## src/rtl/if_id_reg.sv

```systemverilog
// IF/ID pipeline register: captures fetched instruction/PC, one-cycle latency, and
// decodes register fields plus immediate-format select; StallD holds, FlushD inserts a bubble.
module if_id_reg #(
   parameter logic [31:0] NOP_INSTR = 32'h00000013,
   parameter logic [31:0] RESET_PC  = 32'h00000000
) (
   input  logic        clk,
   input  logic        rst,
   input  logic        StallD,
   input  logic        FlushD,
   input  logic [31:0] InstrF,
   input  logic [31:0] PCF,
   input  logic [31:0] PCPlus4F,
   input  logic        ValidF,
   output logic [31:0] InstrD,
   output logic [31:0] PCD,
   output logic [31:0] PCPlus4D,
   output logic        ValidD,
   output logic [4:0]  Rs1D,
   output logic [4:0]  Rs2D,
   output logic [4:0]  RdD,
   output logic [24:0] ImmD,
   output logic [2:0]  ImmSrcD,
   output logic        IllegalD
);

   localparam logic [2:0] IMM_I = 3'b000;
   localparam logic [2:0] IMM_S = 3'b001;
   localparam logic [2:0] IMM_B = 3'b010;
   localparam logic [2:0] IMM_J = 3'b011;
   localparam logic [2:0] IMM_U = 3'b100;

   // Flush outranks stall so a squashed instruction can't linger in a held stage.
   always_ff @(posedge clk) begin
      if (rst || FlushD) begin
         InstrD   <= NOP_INSTR;
         PCD      <= RESET_PC;
         PCPlus4D <= RESET_PC + 32'd4;
         ValidD   <= 1'b0;
      end else if (!StallD) begin
         InstrD   <= InstrF;
         PCD      <= PCF;
         PCPlus4D <= PCPlus4F;
         ValidD   <= ValidF;
      end
   end

   assign Rs1D = InstrD[19:15];
   assign Rs2D = InstrD[24:20];
   assign RdD  = InstrD[11:7];
   assign ImmD = InstrD[31:7];

   logic [6:0] opcode;
   logic       known_op;
   assign opcode = InstrD[6:0];

   // Unused selects (R-type, fence, unknown) stay at I so the extender never sees 101-111.
   always_comb begin
      ImmSrcD  = IMM_I;
      known_op = 1'b1;
      case (opcode)
         7'b0010011, 7'b0000011, 7'b1100111, 7'b1110011: ImmSrcD = IMM_I;
         7'b0100011:                                     ImmSrcD = IMM_S;
         7'b1100011:                                     ImmSrcD = IMM_B;
         7'b1101111:                                     ImmSrcD = IMM_J;
         7'b0110111, 7'b0010111:                         ImmSrcD = IMM_U;
         7'b0110011, 7'b0001111:                         ImmSrcD = IMM_I;
         default:                                        known_op = 1'b0;
      endcase
   end

   assign IllegalD = ValidD && !known_op;

endmodule

```

## config.mk

```make
export PLATFORM = sky130hd
export DESIGN_NAME = if_id_reg
export DESIGN_NICKNAME = d
export VERILOG_FILES = /design/src/rtl/if_id_reg.sv
export SDC_FILE = /design/constraint.sdc
export NUM_CORES = 1
export LEC_CHECK = 0
export ABC_AREA = 1
export ABC_CLOCK_PERIOD_IN_PS = 1300
export CORE_MARGIN = 4
export CORE_UTILIZATION = 25
export DETAILED_ROUTE_END_ITERATION = 12
export DONT_BUFFER_PORTS = 1
export PLACE_DENSITY = 0.48
export SYNTH_ARGS = -nofsm -noshare
export SYNTH_HDL_FRONTEND = slang
export SYNTH_SLANG_ARGS = --single-unit
```

## constraint.sdc

```tcl
create_clock -name clk -period 1.3 [get_ports clk]
set_input_delay 0.26 -clock clk [delete_from_list [all_inputs] [get_ports clk]]
set_output_delay 0.26 -clock clk [all_outputs]
set_load 0.005 [all_outputs]
```

Word-level counts from Yosys, hierarchy flattened

Cells that the tools add are included.

Register bits after elaboration: 97
Memories: 0
Bits in read-only memories: 0
Word-level logic and storage cells: 22
Bits in latches: 0
RAM bits: 0

Eq/ne operators: 11
Reductions and logical operators: 5
Mux-type cells: 2
Magnitude comparators: 0
$mul: 0
$add $sub $neg: 0
Shift operators: 0
Bitwise logic cells: 0
Div/mod/pow operators: 0

Operators by type and width:

| operator             | number |
|---|---|
| $eq A7 B7 Y1 const B | 4 |
| $eq A7 B6 Y1 const B | 3 |
| $eq A7 B5 Y1 const B | 2 |
| $pmux W3 S4          | 1 |
| $reduce_or A11 Y1    | 1 |
| $eq A7 B2 Y1 const B | 1 |
| $eq A7 B4 Y1 const B | 1 |
| $reduce_or A2 Y1     | 1 |
| $logic_and A1 B1 Y1  | 1 |
| $logic_not A1 Y1     | 1 |
| $logic_or A1 B1 Y1   | 1 |
| $mux W1              | 1 |

Depth between registers and ports, before layout

Depth after elaboration: 5
Depth in mapped cells: 7
Depth with buffers taken out: 7

Least setup slack after synthesis

Ideal clock, no wire load.

Path type: register to output
Start point: reg InstrD[2]
End point: out IllegalD
Slack: 0.173 ns
Path buffers: 0
Cell stages (with the launch flop): 7
Required time: 1.040 ns
Data arrival time: 0.867 ns
Cell sequence: dfxtp_1 > nor2_1 > nand2_1 > nor2_1 > nor2_1 > nand2_1 > nor2_1

Longest elaborated chain between the ends: 5

RTL lines:

| what                                       | RTL line | text |
|---|---|---|
| start, declared                            | 15       | `output logic [31:0] InstrD,` |
| start signal, assigned                     | 41       | `InstrD <= InstrF;` |
| $eq A7 B6 Y1, or another cell as far along | 61       | `case (opcode)` |
| $reduce_or A11 Y1 (no line) (*)            | -        |  |
| $mux W1 (*)                                | 61       |  |
| $logic_not A1 Y1 (*)                       | 72       | `assign IllegalD = ValidD && !known_op;` |
| $logic_and A1 B1 Y1 (*)                    | 72       |  |
| end, declared                              | 24       | `output logic IllegalD` |

Mark *: on every way between the ends. The rest lies on a longest branch, timed or not.

Worst setup path in the final report

Start point: reg InstrD[0]
End point: out IllegalD

The elaborated chain is that of the path after synthesis.

==> summary.md <==
| Metric | Value |
|---|---|
| Status | finished, violations left |
| Failing checks | setup timing |
| Max H-tree Level | 3 |
| Overall die width | ~130 um |
| Worst-Margin Slew | ~0.32 ns |
| Worst hold start | InstrF[0] |
| Clk pin slew, worst setup/hold paths | roughly 0.070 ns |
| Root Driver | clkbuf_16 |
| First DRT Iteration DRCs | 110 |
| Avg Cell Area, Syn | roughly 8 um^2 |
| Crit Path Class | flip-flop to output port |
| Initial Util | 0.2550 |
| WL/cell | about 16 um |
| VDD IR max | 528.7 uV |
| Clock sinks | between 90 and 100 |
| Placed inst area | 3699 um^2 |
| RSZ-0062 raised after global routing | true |
| Tmin final | 1.492 ns |
| # setup viols final | 4 |
| Leak Pwr | 1.460 nW |
| Post-synthesis sequential area ratio | 0.5010 |
| Nets | between 500 and 600 |
| Clk Latency, worst-skew pair | roughly 0.34 ns |
| Share of cells above drive strength 1 | 0.1441 |
| IO Count | roughly 240 |
| Core Region | approximately 15,000 um^2 |
| Row count | 45 |
| Gr ovfl total | 0 |
| DR DRC count | 0 |
| Post-synthesis cell count | 492 |
| Largest net degree at the start of global routing | 99 |
| CP max FO | 4 |
| FILL cells | about 1,600 |
| Remaining antenna violation count after routing | 0 |
| Required @ worst endpoint | 1.04 ns |
| Post-CTS setup buffers | 0 |
| F_max | 670.1 MHz |
| Relative slew slack | 0.7894 |
| #FFs+latches synth | between 90 and 100 |
| Via density | around 4.7 |
| Total iterations of the first detailed-routing run | 6 |
| Antenna Cells | 0 |
| Vias in the first global route | about 2,900 |
| Clock Skew | 0 ns |
| Area Growth Syn to Fin | 4.939% |
| Die area | 17,560 um^2 |
| Vias | between 2,000 and 3,000 |
| WL final | 9.826 mm |
| Worst path arrival time | 1.23 ns |
| Final worst slack | -0.1923 ns |
| Final instance area | around 4100 um^2 |
| R2R Path Start | InstrD[23]$_SDFFE_PP0N_ |
| Pwr dens | approximately 1500 nW/um^2 |
| Final period util | 1.148 |
| DP HPWL | ~6.7 mm |
| Startpoint Class | flip-flop |
| Synth top area share | 0.5010 |
| Synthesized cell area | about 3900 um^2 |
| Worst Reg-to-Reg Cells | 2 |
| Hold Crit Class | input port to flip-flop |
| Power consumption | 6.157 mW |
| Reg-to-Reg End | InstrD[23]$_SDFFE_PP0N_ |
| CTS Buf Count | 9 |
| Max Buffers Root-to-Sink | 2 |
| CTS tree | done |
| Syn Nets | approximately 600 |
| Port-buffer cells | 0 |
| Max-Cap Viols | 0 |
| Yosys warns | 0 |
| Final Max Slew Viols | 0 |
| Fin util | 0.2676 |
| GR Util All Layers | 0.1073 |
| Antenna violations before repair | 0 |
| WHS Path Cells | 2 |
| Hold Vio Cnt, Final | 0 |
| Post-synthesis cell type count | 22 |
| Synth area leader | dfxtp_1 |
| Internal reg-to-reg setup slack | about 0.5 ns |
| Crit. End Element | output port |
| First-pass GRT wire length | 15.14 mm |
| Area contributors post-synth | dfxtp_1 (50%), nand2_1 (18%), a21oi_1 (11%) |
| Hold Path End | InstrD[0]$_SDFFE_PP1N_ |
| Die height | between 100 and 150 um |
| GPL Wtd Cong | between 0.7 and 0.8 |
[cell usage in the layout (no fill, tap or decap), types with 5 or more instances in the layout]
cell type,Yosys,routed
dfxtp_1,97,90
dfxtp_4,0,5
a21oi_2,10,10
clkbuf_16,0,9
nor2_1,9,6
nand3_1,7,5
nand2_1,189,184
a21oi_1,83,83
nand2_2,10,13
[sequential cells by signal (all words and copies together), names as in the netlist]
name and cells:
ValidD 1, PCPlus4D 32, PCD 32, InstrD 32
[worst max-delay path by stage]
| stage | from | to | cells after the start |
|---|---|---|---|
| after global routing | InstrD[0]$_SDFFE_PP1N_ | IllegalD | 7 |
| after CTS | InstrD[1]$_SDFFE_PP1N_ | IllegalD | 7 |
| after detailed placement | InstrD[0]$_SDFFE_PP1N_ | IllegalD | 7 |
| after global placement | InstrD[1]$_SDFFE_PP1N_ | IllegalD | 7 |
| after floorplan | InstrD[2]$_SDFFE_PP0N_ | IllegalD | 6 |
| final | InstrD[0]$_SDFFE_PP1N_ | IllegalD | 7 |
[cell usage after synthesis]
cell      count
clkbuf_1      2
nor2_1        9
nand4_1       1
nand2_2      10
dfxtp_1      97
o22ai_1       1
nor2_4        1
inv_1         7
nand2_1     189
nor3_1        1
a21oi_2      10
buf_4        42
o211ai_1      1
buf_2        19
nand3_1       7
a21oi_1      83
buf_6         6
a21boi_0      1
o21ai_0       2
inv_2         1
buf_8         1
inv_4         1
[critical path, stage by stage (launching register included)]
cell and delay, ns:
dfxtp_4 0.37, nand2_4 0.09, inv_4 0.05, nand2_4 0.07, nand2_2 0.05, nand2_1 0.07, nand3_2 0.08, nor2_2 0.13
[cells by family (layout without fill, tap and decap cells)]
| logic type | Yosys count | count (layout) | synth area share |
|---|---|---|---|
| DFF | 97 | 97 | 0.5010 |
| and+or+nand+nor | 218 | 218 | 0.2227 |
| buffers and inverters | 79 | 31 | 0.1385 |
| AOI/OAI and AO/OA | 98 | 98 | 0.1378 |
[what timing repair did]
action,in CTS,in global routing
pin swaps,1,5
hold endpoints to repair,2,0
resized for setup,13,15
endpoints found under the setup margin,4,4
hold buffers,1,0
[routing by layer]
layer	part of all wire	vias to the layer above	wire length (um)	global-route usage
met5	0	-	0	0
met4	0.029	0	283	0.05196
met3	0.096	29	940	0.04715
met2	0.48	167	4697	0.1750
met1	0.40	1344	3905	0.1199
li1	-	1415	-	-
[per-stage QoR]
| step | TNS [ns] | std cells | hold WS, ns | setup WS [ns] |
|---|---|---|---|---|
| CTS | -0.6893 | 632 | 0.01592 | -0.2298 |
| global placement | 0 | 615 | 0.3785 | 0.08776 |
| finish | -0.5918 | 632 | 0.03799 | -0.1923 |
| global route | -0.8971 | 632 | 0.02031 | -0.2928 |
| detailed placement | 0 | 615 | 0.3804 | 0.05468 |
| floorplan | 0 | 492 | 0.3732 | 0.1727 |
[area by class of cell]
cell class / instances / area (um^2) / share of cell area
clock buffer: 9 / 225.2 / 0.05537
clock inverter: 7 / 70.07 / 0.01723
inverter: 9 / 38.79 / 0.009536
tap: 188 / 235.2 / 0.05783
multi-input combinational: 316 / 1438 / 0.3534
sequential: 97 / 1963 / 0.4826
timing repair buffer: 6 / 97.59 / 0.02399
[report_power, final]
group	total, mW	switching, mW	internal (mW)
combinational	0.336	0.209	0.127
clock	2.65	1.16	1.49
sequential	3.17	0.104	3.06
Note: power is estimated with default switching activity, not from simulation.
